[config.mk]
export PLATFORM = sky130hd
export DESIGN_NAME = step_scheduler
export DESIGN_NICKNAME = d
export VERILOG_FILES = /design/src/rtl/step_sched_pkg.sv /design/src/rtl/step_sched_rx_fifo.sv /design/src/rtl/step_scheduler.sv
export SDC_FILE = /design/constraint.sdc
export NUM_CORES = 1
export LEC_CHECK = 0
export BUFFER_PORTS_ARGS = -buffer_cell sky130_fd_sc_hd__buf_2
export CORE_MARGIN = 4
export CORE_UTILIZATION = 54
export CTS_BUF_LIST = sky130_fd_sc_hd__clkbuf_4 sky130_fd_sc_hd__clkbuf_8 sky130_fd_sc_hd__clkbuf_16
export DETAILED_ROUTE_END_ITERATION = 10
export PLACE_DENSITY = 0.88
export SYNTH_ARGS = -nofsm -noshare
export SYNTH_HDL_FRONTEND = slang
export SYNTH_SLANG_ARGS = --single-unit
[constraint.sdc]
create_clock -name neu_clk -period 6.4 [get_ports neu_clk]
set_input_delay 1.92 -clock neu_clk [delete_from_list [all_inputs] [get_ports neu_clk]]
set_output_delay 1.92 -clock neu_clk [all_outputs]
set_load 0.01 [all_outputs]
[src/rtl/step_sched_pkg.sv]
// Shared types and helpers for the step scheduler: FSM state encoding,
// statistics width and a saturating increment.
package step_sched_pkg;

    typedef enum logic [1:0] {
        IDLE = 2'd0,
        RUN  = 2'd1,
        DONE = 2'd2
    } state_t;

    localparam int STAT_W = 16;

    function automatic logic [STAT_W-1:0] sat_inc(input logic [STAT_W-1:0] v);
        return (&v) ? v : v + 1'b1;
    endfunction

endpackage

[src/rtl/step_sched_rx_fifo.sv]
// Synchronous return-packet FIFO with occupancy count and a registered
// almost-full flag that rises one entry before the queue is truly full.
module step_sched_rx_fifo #(
    parameter int PKT_W     = 32,
    parameter int RXQ_DEPTH = 4
) (
    input  logic                       clk,
    input  logic                       rst_n,
    input  logic                       wr_en,
    input  logic [PKT_W-1:0]           wr_data,
    input  logic                       rd_en,
    output logic [PKT_W-1:0]           rd_data,
    output logic [$clog2(RXQ_DEPTH):0] count,
    output logic                       almost_full
);
    localparam int AW = $clog2(RXQ_DEPTH);
    localparam logic [AW:0] FULL_LVL = (AW+1)'(RXQ_DEPTH);
    localparam logic [AW:0] AF_LVL   = (AW+1)'(RXQ_DEPTH - 1);

    logic [PKT_W-1:0] mem [RXQ_DEPTH];
    logic [AW-1:0]    wr_ptr;
    logic [AW-1:0]    rd_ptr;
    logic [AW:0]      count_nxt;
    logic             do_wr;
    logic             do_rd;

    // A pop frees the slot in the same cycle, so a push at full is taken then.
    assign do_rd = rd_en && (count != '0);
    assign do_wr = wr_en && ((count != FULL_LVL) || do_rd);

    always_comb begin
        count_nxt = count;
        if (do_wr && !do_rd) begin
            count_nxt = count + 1'b1;
        end else if (do_rd && !do_wr) begin
            count_nxt = count - 1'b1;
        end
    end

    always_ff @(posedge clk or negedge rst_n) begin
        if (!rst_n) begin
            wr_ptr      <= '0;
            rd_ptr      <= '0;
            count       <= '0;
            almost_full <= 1'b0;
        end else begin
            if (do_wr) wr_ptr <= wr_ptr + 1'b1;
            if (do_rd) rd_ptr <= rd_ptr + 1'b1;
            count       <= count_nxt;
            almost_full <= (count_nxt >= AF_LVL);
        end
    end

    always_ff @(posedge clk) begin
        if (do_wr) mem[wr_ptr] <= wr_data;
    end

    assign rd_data = mem[rd_ptr];

endmodule

[src/rtl/step_scheduler.sv]
// Time-step scheduler: paces a run of fixed-length steps, injects stamped spikes
// into the router and buffers returned packets. Stats built under STEP_SCHED_STATS_EN.
module step_scheduler
    import step_sched_pkg::*;
#(
    parameter int STEP_NUMBER = 32,
    parameter int STEP_CYCLE  = 64,
    parameter int STEP_W      = 16,
    parameter int PKT_W       = 32,
    parameter int RXQ_DEPTH   = 4
) (
    input  logic              neu_clk,
    input  logic              rst_n,
    input  logic              go,
    input  logic              ev_valid,
    output logic              ev_ready,
    input  logic [PKT_W-1:0]  ev_packet,
    input  logic [STEP_W-1:0] ev_step,
    output logic [PKT_W-1:0]  tx_packet,
    output logic              tx_write_req,
    input  logic              tx_full,
    input  logic [PKT_W-1:0]  rx_packet,
    input  logic              rx_write_en,
    output logic              rx_full,
    output logic              rx_out_valid,
    input  logic              rx_out_ready,
    output logic [PKT_W-1:0]  rx_out_packet,
    output logic              start,
    output logic [STEP_W-1:0] cur_step,
    output logic              busy,
    output logic              done,
    output logic [STAT_W-1:0] late_cnt,
    output logic [STAT_W-1:0] tx_cnt,
    output logic [STAT_W-1:0] rx_cnt
);
    localparam int CYC_W = $clog2(STEP_CYCLE);
    localparam int CNT_W = $clog2(RXQ_DEPTH) + 1;
    localparam logic [CYC_W-1:0]  LAST_CYC  = CYC_W'(STEP_CYCLE - 1);
    localparam logic [STEP_W-1:0] LAST_STEP = STEP_W'(STEP_NUMBER - 1);

    state_t            state;
    state_t            state_nxt;
    logic [CYC_W-1:0]  cycle_cnt;
    logic              run_go;
    logic              step_wrap;

    logic              head_valid;
    logic [PKT_W-1:0]  head_packet;
    logic [STEP_W-1:0] head_step;
    logic              ev_take;
    logic              head_late;
    logic              head_inject;

    logic [CNT_W-1:0]  rx_count;
    logic              rx_pop;

    assign step_wrap = (state == RUN) && (cycle_cnt == LAST_CYC);

    always_comb begin
        state_nxt = state;
        run_go    = 1'b0;
        case (state)
            IDLE: begin
                if (go) begin
                    state_nxt = RUN;
                    run_go    = 1'b1;
                end
            end
            RUN: begin
                if (step_wrap && (cur_step == LAST_STEP)) state_nxt = DONE;
            end
            DONE:    state_nxt = IDLE;
            default: state_nxt = IDLE;
        endcase
    end

    always_ff @(posedge neu_clk or negedge rst_n) begin
        if (!rst_n) begin
            state     <= IDLE;
            cycle_cnt <= '0;
            cur_step  <= '0;
            start     <= 1'b0;
            busy      <= 1'b0;
            done      <= 1'b0;
        end else begin
            state <= state_nxt;
            busy  <= (state_nxt != IDLE);
            done  <= (state_nxt == DONE);
            start <= run_go || (step_wrap && (state_nxt == RUN));
            if (run_go) begin
                cycle_cnt <= '0;
                cur_step  <= '0;
            end else if (state == RUN) begin
                cycle_cnt <= step_wrap ? '0 : cycle_cnt + 1'b1;
                if (step_wrap && (state_nxt == RUN)) cur_step <= cur_step + 1'b1;
            end
        end
    end

    // Head disposition; the last cycle of a step never issues, and a strobe
    // in flight blocks the next one so strobes are at least two cycles apart.
    assign ev_ready    = !head_valid && ((state == IDLE) || (state == RUN));
    assign ev_take     = ev_valid && ev_ready;
    assign head_late   = (state == RUN) && head_valid && (head_step < cur_step);
    assign head_inject = (state == RUN) && head_valid && (head_step == cur_step) &&
                         (cycle_cnt != LAST_CYC) && !tx_full && !tx_write_req;

    always_ff @(posedge neu_clk or negedge rst_n) begin
        if (!rst_n) begin
            head_valid   <= 1'b0;
            tx_write_req <= 1'b0;
            tx_packet    <= '0;
        end else begin
            tx_write_req <= head_inject;
            if (head_inject) tx_packet <= head_packet;
            if (ev_take) begin
                head_valid <= 1'b1;
            end else if (head_late || head_inject) begin
                head_valid <= 1'b0;
            end
        end
    end

    always_ff @(posedge neu_clk) begin
        if (ev_take) begin
            head_packet <= ev_packet;
            head_step   <= ev_step;
        end
    end

    assign rx_out_valid = (rx_count != '0);
    assign rx_pop       = rx_out_valid && rx_out_ready;

    step_sched_rx_fifo #(
        .PKT_W     (PKT_W),
        .RXQ_DEPTH (RXQ_DEPTH)
    ) u_rx_fifo (
        .clk         (neu_clk),
        .rst_n       (rst_n),
        .wr_en       (rx_write_en),
        .wr_data     (rx_packet),
        .rd_en       (rx_pop),
        .rd_data     (rx_out_packet),
        .count       (rx_count),
        .almost_full (rx_full)
    );

`ifdef STEP_SCHED_STATS_EN
    localparam logic [CNT_W-1:0] RXQ_FULL = CNT_W'(RXQ_DEPTH);

    logic              rx_accept;
    logic [STAT_W-1:0] late_q;
    logic [STAT_W-1:0] tx_q;
    logic [STAT_W-1:0] rx_q;

    assign rx_accept = rx_write_en && ((rx_count != RXQ_FULL) || rx_pop);

    always_ff @(posedge neu_clk or negedge rst_n) begin
        if (!rst_n) begin
            late_q <= '0;
            tx_q   <= '0;
            rx_q   <= '0;
        end else if (run_go) begin
            late_q <= '0;
            tx_q   <= '0;
            rx_q   <= '0;
        end else begin
            if (head_late)   late_q <= sat_inc(late_q);
            if (head_inject) tx_q   <= sat_inc(tx_q);
            if (rx_accept)   rx_q   <= sat_inc(rx_q);
        end
    end

    assign late_cnt = late_q;
    assign tx_cnt   = tx_q;
    assign rx_cnt   = rx_q;
`else
    assign late_cnt = '0;
    assign tx_cnt   = '0;
    assign rx_cnt   = '0;
`endif

endmodule
* Yosys cells after proc, flatten, opt, wreduce, memory -nomap -nowiden
Memory sizes are Yosys's and may differ from the RTL's.
Index checks and enable logic that the tools add are counted.
** Word-level totals
- Register bits :: 117
- Memory bits (writable) :: 128
- Bits of input ports :: 87
- Output and inout port bits :: 135
- Word-level logic and storage cells :: 81
- Memories kept :: 1
** Memories
- u_rx_fifo.mem :: depth 4, bits a word 32, read ports 1, clocked after Yosys merged registers in 0, write ports 1, line step_sched_rx_fifo.sv:20 : logic [PKT_W-1:0] mem [RXQ_DEPTH];
** Cells by class
- $add $sub $neg :: 6
- $lt $le $gt $ge :: 2
- Equal/unequal tests :: 8
- Multiplexer cells :: 17
- Reductions and logical operators :: 32
** Operators with widths (count)
- 16-bit 2-to-1 mux :: 3
- 6-bit 2-to-1 mux :: 3
- 16-bit by 1-bit adder with 16-bit output, second input constant :: 1
- 16-bit equality test :: 1
- 16-bit by 5-bit equality test with 1-bit output, second input constant :: 1
- 1-bit logical AND :: 16
- 16-bit less-than comparator :: 1
- 2-bit nonzero test :: 4
- 6-bit by 1-bit adder with 6-bit output, second input constant :: 1
- 6-bit equality test, second input constant :: 1
- 1-bit 2-to-1 mux :: 6
- 3-bit 2-to-1 mux :: 2
- 6-bit != test, second input constant :: 1
- 1-bit zero test :: 5
- 2-bit by 1-bit adder with 2-bit output, second input constant :: 2
- 2-bit by 1-bit equality test with 1-bit output, second input constant :: 2
- 1-bit logical OR :: 4
- 2-bit 2-to-1 mux :: 2
- 2-bit case mux with 2 select lines :: 1
- 3-bit by 1-bit adder with 3-bit output, second input constant :: 1
- 3-bit by 2-bit >= comparator with 1-bit output, second input constant :: 1
- 3-bit != test, second input constant :: 1
- 3-bit nonzero test :: 1
- 3-bit by 1-bit subtractor with 3-bit output, second input constant :: 1
- other kinds (3) :: 3

* Logic depth before layout (Yosys ltp)
Gate-level depths: netlist (run 1).
- Depth in word-level cells :: 10
- Mapped depth :: 8
- Depth with buffers taken out :: 6

* By module
Synthesis (run 1) repeated with hierarchy kept, for this count alone.
** Second synthesis, totals
- Cell total of the unflattened synthesis :: 601
- Area total of the unflattened synthesis :: 10193.5 um^2
** By module, submodules not included
- step_sched_rx_fifo :: instances 1, cells an instance 228, area each 5195.0 um^2, seq. area each 4043.9 um^2
- step_scheduler :: instances 1, cells an instance 373, area each 4998.5 um^2, seq. area each 2967.8 um^2

* Worst setup path before layout (run 1)
No wires, ideal clock.
- Path kind :: register to output
- Start :: register u_rx_fifo.rd_ptr[0]
- End :: output port rx_out_packet[10]
- Data arrival time :: 1.771 ns
- Data required time :: 4.480 ns
- Setup slack :: 2.709 ns
- Stages on the path, launching flop included :: 4
- Buffers on the path :: 2
- Cell sequence :: dfrtp_1 > clkbuf_1 > buf_1 > mux4_2
** Between the ends
- Word-level cells in the longest chain between the ends :: 1
** RTL lines
- start: declaration :: line step_sched_rx_fifo.sv:22 : logic [AW-1:0] rd_ptr;
- start signal: assignment :: line step_sched_rx_fifo.sv:48 : if (do_rd) rd_ptr <= rd_ptr + 1'b1;
- memory 4 x 32 bit
- end: declaration :: line step_scheduler.sv:27 : output logic [PKT_W-1:0] rx_out_packet,
No other way between the ends.

* Worst setup path after layout (run 1)
- Start :: register u_rx_fifo.rd_ptr[0]
- End :: output port rx_out_packet[25]
Same word-level chain as after synthesis.

==> metrics.txt, run 1 <==
status=completed; starting density of the core=55.82%; routed length per instance=18.93 um; Synth area leader=edfxtp_1; area delta synth->final=16.48%; Syn Inst Count=597; Critical Path Max Stage Delay=840 ps; final WL=19520 um; DRC=0; non-filler cells in the finished layout=1031; Setup Viol. Count Final=0; Clock Root Buffer=clkbuf_16; Via density=5.397; Worst setup EP type=output pin; post-synthesis sequential area ratio=68.98%; GRT Residual Overflow=0; worst-path cell chain=buf_4 -> mux4_2 -> buf_2; Worst Max-Slew Pin Slew=1079 ps; slack of the critical path=1987 ps; TritonCTS clock tree=built; Top Ports=222; initial antenna violation count=2; htree depth=1; Slowest cell on crit path=dfrtp_2; first-pass GRT wire length=31230 um; max frequency=0.2266 GHz; hold path startpoint=head_packet[18]; Buffers on Ports=173; initial DRC count=295; yosys warns=0; Max Buffers Root-to-Sink=3; Fin. Hold Viols=0; FP Rows=49; CTS buffer count=25; CTS hold repair buffers=0; vias in the first global route=5845; R2R setup slack=3590 ps; Hold Path Depth=1; drt first pass iters=4; count leader, synth=edfxtp_1; crit path time final=4413 ps; Pwr Total=4.575 mW; clk_lat worst skew=520 ps; number of synthesized flops with an enable pin=176; Reg-to-Reg Start=cur_step[3]; Resized cells post-CTS=0; most frequent cells after synthesis=176 x edfxtp_1, 69 x dfrtp_1, 48 x buf_4; Crit Path Max Fanout=22; Pleak=4.989 nW; Synth Cell Area=10160 um2; Worst R2R End=tx_packet[4]; die area=21080 um2; Post-Place Setup Slack=2447 ps; share of the synthesized area in the top cell type=51.99%; critical path arrival=2490 ps; layout cells sized above 1=36.83%; Post-CTS Setup Bufs=0; Via Count=5564; Buf/Inv on CP=2; Async S/R FF share, synth=28.16%; part of the cycle the worst path needs=68.96%; largest net degree at the start of global routing=70; Total GRT Usage=18.22%; VDD IR max=0.2552 mV; core outline area=18210 um2; final setup TNS=0 ps; Placed Instances=984; Clock transition at path regs=60 ps; Worst R2R Path Depth=6; Layout Nets=894; most area-consuming cells after synthesis=edfxtp_1 52%, dfrtp_1 17%, mux4_2 7.1%, mux2_4 4.4%, buf_4 3.5%; Max-Cap Viols=0; Hold Path End=tx_packet[18]; Num Clock Sinks=245; Setup crit start kind=flip-flop; Fin Clk Skew=12.61 ps; worst min-delay path category=reg2reg; relative slew slack=28.04%; max-slew violation count=0; Mapped Avg Cell Area=17.03 um2; crit path kind=reg2out; Die Ht=145.2 um; GPL Wtd Cong=0.8228; die span in x=145.2 um; Fill cells=1236; antenna viol nets, final=0; unrepaired setup endpoints after global routing=no; #FFs+latches synth=245; Primary FF master, synth=edfxtp_1; Post-DP Area=11050 um2; Top Family by Delay on Critical Path=flip-flops; worst endpoint required time=4480 ps; post-route cell area=11840 um2; total power divided by cell area=386.4 nW/um2; DP HPWL=13390 um; count of cell types in the netlist=49
placed cells by master (no fill, tap or decap), types with 5 or more instances in the layout:
master / netlist / layout
clkinv_2: 0 / 6
buf_4: 48 / 7
o31ai_1: 9 / 9
o21ai_0: 7 / 7
nor3_1: 5 / 5
or4_1: 8 / 8
nand2_1: 19 / 19
clkinv_1: 0 / 6
nand4_1: 6 / 6
clkbuf_16: 0 / 25
edfxtp_1: 176 / 176
mux2_2: 6 / 6
conb_1: 1 / 48
nand3_1: 13 / 13
dfrtp_1: 69 / 68
inv_1: 26 / 26
ha_1: 25 / 25
mux2_4: 30 / 30
nor2_1: 15 / 15
mux4_2: 32 / 32
buf_2: 0 / 173
a21oi_1: 15 / 15
and3_1: 9 / 9
state kept, by name, summed over array words and instances (netlist names):
signal                 cells
busy                       1
cur_step                  16
cycle_cnt                  6
done                       1
head_packet               32
head_step                 16
head_valid                 1
start                      1
state                      2
tx_packet                 32
tx_write_req               1
u_rx_fifo.almost_full      1
u_rx_fifo.count            3
u_rx_fifo.mem            128
u_rx_fifo.rd_ptr           2
u_rx_fifo.wr_ptr           2
through the flow:
| step | util [%] | hold slack, ps |
|---|---|---|
| 2_1_floorplan | - | 432.0 |
| 3_3_place_gp | 60.70 | 437.2 |
| 3_5_place_dp | 60.70 | 457.7 |
| 4_1_cts | 65.01 | 471.3 |
| 5_1_grt | 65.02 | 486.9 |
| 6_report | 65.02 | 467.8 |
per-layer routing:
| metal | GRT usage, % | wire length, um | up-vias |
|---|---|---|---|
| li1 | - | - | 2556 |
| met1 | 23.38 | 7671 | 2736 |
| met2 | 31.22 | 9863 | 238 |
| met3 | 4.989 | 1657 | 32 |
| met4 | 4.368 | 313 | 2 |
| met5 | 0 | 12 | - |
power by group:
| part | switching [mW] | total, mW | leakage [nW] | internal [mW] |
|---|---|---|---|---|
| sequential | 0.159 | 2.18 | 2.51 | 2.02 |
| clock | 0.584 | 1.36 | 0.387 | 0.772 |
| combinational | 0.557 | 1.04 | 2.09 | 0.485 |
worst reg2reg max path: stages (launching register included):
cell and delay, ps:
dfrtp_1 460, inv_1 120, ha_1 320, nand2_1 70, or4_4 490, or4_4 820, mux2_4 430
how the worst max path moves through the flow:
stage	depth (start not counted)	from	end	slack (ps)
after floorplan	3	u_rx_fifo.rd_ptr[0]	rx_out_packet[10]	2710
after global placement	3	u_rx_fifo.rd_ptr[0]	rx_out_packet[25]	2460
after detailed placement	4	tx_full	tx_packet[17]	2450
after CTS	3	u_rx_fifo.rd_ptr[0]	rx_out_packet[23]	1890
after global routing	3	u_rx_fifo.rd_ptr[0]	rx_out_packet[23]	1770
final	3	u_rx_fifo.rd_ptr[0]	rx_out_packet[25]	1990
logic make-up (layout without fill, tap and decap cells):
kind of cell / after synthesis / count (layout) / share of synthesized area (%)
XOR/XNOR: 4 / 4 / 0.3446
adder cells (fa/ha/maj): 25 / 25 / 3.077
flip-flops: 245 / 245 / 68.98
multiplexers: 74 / 74 / 12.80
other: 1 / 49 / 0.03689
buffers and inverters: 95 / 252 / 5.835
AND/OR/NAND/NOR: 105 / 105 / 5.798
AO/OA/AOI/OAI: 48 / 48 / 3.127
cell type report:
class | count | area (um2) | share of cell area [%]
diodes | 1 | 2.502 | 0.02113
repair buffers | 180 | 918.4 | 7.757
inverters | 26 | 97.59 | 0.8243
well taps | 229 | 286.5 | 2.420
flip-flops and latches | 245 | 7013 | 59.23
multi-input cells | 304 | 2738 | 23.12
clock buffers | 27 | 640.6 | 5.411
clock inverters | 19 | 143.9 | 1.215
(Power assumes the default switching activity.)
==> inputs of run 2 (changes only) <==
- CORE_UTILIZATION: 54 -> 49
- PLACE_DENSITY: 0.88 -> 0.85
- clock period: 6.4 -> 3.92 ns (I/O delays scaled with it)
==> run 2 against run 1 <==
Net effect:
- cell count up 3.9%
- sequential share of layout area down 0.77 points
- combinational power up 66%
- die area up 9.6%
- non-clock buffer count down 1
- clock power up 81%
- count of clock-buffer cells in the layout up 5
- highest routed layer is now met4
- via count down 0.77%
- first-iteration DRC count down 28%
==> metrics.txt, run 2 (synthesis gave the netlist of run 1 again) <==
Die Ht=152.0 um (+4.7%); Pleak=5.037 nW (+0.96%); layout cells sized above 1=37.58% (+0.75 points); n_diodes=0 (-1); Worst setup EP type=output pin; CTS buffer count=26 (+4.0%); Fin. Hold Viols=0 (unchanged); critical path arrival=2170 ps (-320 ps); DRC=0 (unchanged); vias in the first global route=5856 (+0.19%); die span in x=152.0 um (+4.7%); Buffers on Ports=173 (unchanged); Buf/Inv on CP=2 (unchanged); TritonCTS clock tree=built; Largest regs=u_rx_fifo.mem (128), head_packet (32), tx_packet (32); first-pass GRT wire length=31860 um (+2.0%); max-slew violation count=0 (unchanged); Num Clock Sinks=245 (unchanged); VDD IR max=0.3946 mV (+55%); unrepaired setup endpoints after global routing=no; drt first pass iters=4 (unchanged); Fill cells=1538 (+24%); total power divided by cell area=646.0 nW/um2 (+67%); worst-path cell chain=buf_4 -> mux4_2 -> buf_2; area delta synth->final=18.02%; Clock transition at path regs=60 ps (about the same); Crit Path Max Fanout=13 (-41%); crit path kind=reg2out; Top Family by Delay on Critical Path=flip-flops; Fin Clk Skew=7.023 ps (-5.591 ps); initial DRC count=212 (-28%); final WL=19870 um (+1.8%); met1 WL=8085 um (+5.4%); htree depth=1 (unchanged); Post-CTS Setup Bufs=0 (unchanged); met2 WL post-DR=10040 um (+1.8%); core outline area=20300 um2 (+11%); Hold Path Depth=1 (unchanged); routed length per instance=18.55 um (-2.0%); part of the cycle the worst path needs=85.28%; Worst R2R Path Depth=6 (unchanged); Setup Viol. Count Final=0 (unchanged); Max Buffers Root-to-Sink=3 (unchanged); Top Metal Used=met4; CTS hold repair buffers=0 (unchanged); metal3 WL=1315 um (-21%); FP Rows=52 (+6.1%); worst endpoint required time=2740 ps (-1740 ps); Pwr Total=7.750 mW (+69%); Slowest cell on crit path=dfrtp_2; Setup crit start kind=flip-flop; Total GRT Usage=16.90% (-1.3 points); Resized cells post-CTS=0 (unchanged); most common cell after layout, fill and taps aside=edfxtp_1; final setup TNS=0 ps (unchanged); starting density of the core=50.07% (-5.7 points); worst min-delay path category=reg2reg; Reg with most FFs=u_rx_fifo.mem; Worst Max-Slew Pin Slew=909.0 ps (-170.3 ps); GPL Wtd Cong=0.8297 (+0.84%); clk_lat worst skew=520 ps (about the same); largest net degree at the start of global routing=70 (unchanged); most frequent cells in the layout=176 x edfxtp_1, 173 x buf_2, 68 x dfrtp_1, 48 x conb_1, 32 x mux4_2; initial antenna violation count=0 (-2); antenna viol nets, final=0 (unchanged); Critical Path Max Stage Delay=650 ps (-190 ps); status=completed; DP HPWL=13300 um (-0.66%); die area=23110 um2 (+9.6%); relative slew slack=39.40% (+11 points); Largest register FFs=128 (unchanged); Clock Root Buffer=clkbuf_16; Via Count=5521 (-0.77%); max frequency=0.2991 GHz; Layout Nets=894 (unchanged); Max-Cap Viols=0 (unchanged); total stage count of the critical path=3 (unchanged); Via density=5.155 (-4.5%); Top Ports=222 (unchanged); GRT Residual Overflow=0 (unchanged); crit path time final=3343 ps
## run 2: cell type report
| class | instances | area [um2] | share of cell area, % |
|---|---|---|---|
| Clock inverter | 15 | 162.7 | 1.356 |
| Multi-Input combinational cell | 304 | 2743 | 22.86 |
| Tap cell | 270 | 337.8 | 2.816 |
| Sequential cell | 245 | 7013 | 58.46 |
| Clock buffer | 32 | 719.4 | 5.997 |
| Timing Repair Buffer | 179 | 923.4 | 7.697 |
| Inverter | 26 | 97.59 | 0.8135 |
## run 2: final timing paths
path                                          start                  end  slack [ps]
worst max-delay path            u_rx_fifo.rd_ptr[0]    rx_out_packet[30]         580
worst min-delay path                head_packet[17]        tx_packet[17]         460
worst max register to register          cur_step[3]        tx_packet[18]        1090
worst min register to register      head_packet[17]        tx_packet[17]         460
max in group asynchronous                     rst_n  u_rx_fifo.rd_ptr[0]        2390
min in group asynchronous                     rst_n          cur_step[9]         870
## run 2: per-layer routing
layer / GRT usage [%] / vias to the layer above
met2: 29.17 / 203
li1: - / 2550
met3: 4.380 / 34
met1: 21.66 / 2734
met5: 0 / -
met4: 3.938 / 0
## run 2: where the power goes
group / switching [mW] / internal [mW] / leakage, nW
Sequential: 0.258 / 3.30 / 2.51
Clock: 0.960 / 1.50 / 0.438
Combinational: 0.923 / 0.810 / 2.09
## run 2: worst register-to-register path, stage by stage (launching register included)
cell	delay, ps
dfrtp_1	460
inv_1	120
ha_1	310
nand2_1	70
or4_4	490
or4_4	820
mux2_1	430
## run 2: through the flow
step	hold slack, ps	setup WS (ps)	instances	cell area, um2	utilization (%)
global placement	434.7	740.9	1024	11110	54.75
floorplan	432.0	972.5	644	10340	-
finish	460.2	577.1	1071	12000	59.10
detailed placement	449.5	723.2	1024	11110	54.75
CTS	464.0	522.7	1071	12000	59.10
global route	478.8	449.8	1071	12000	59.10
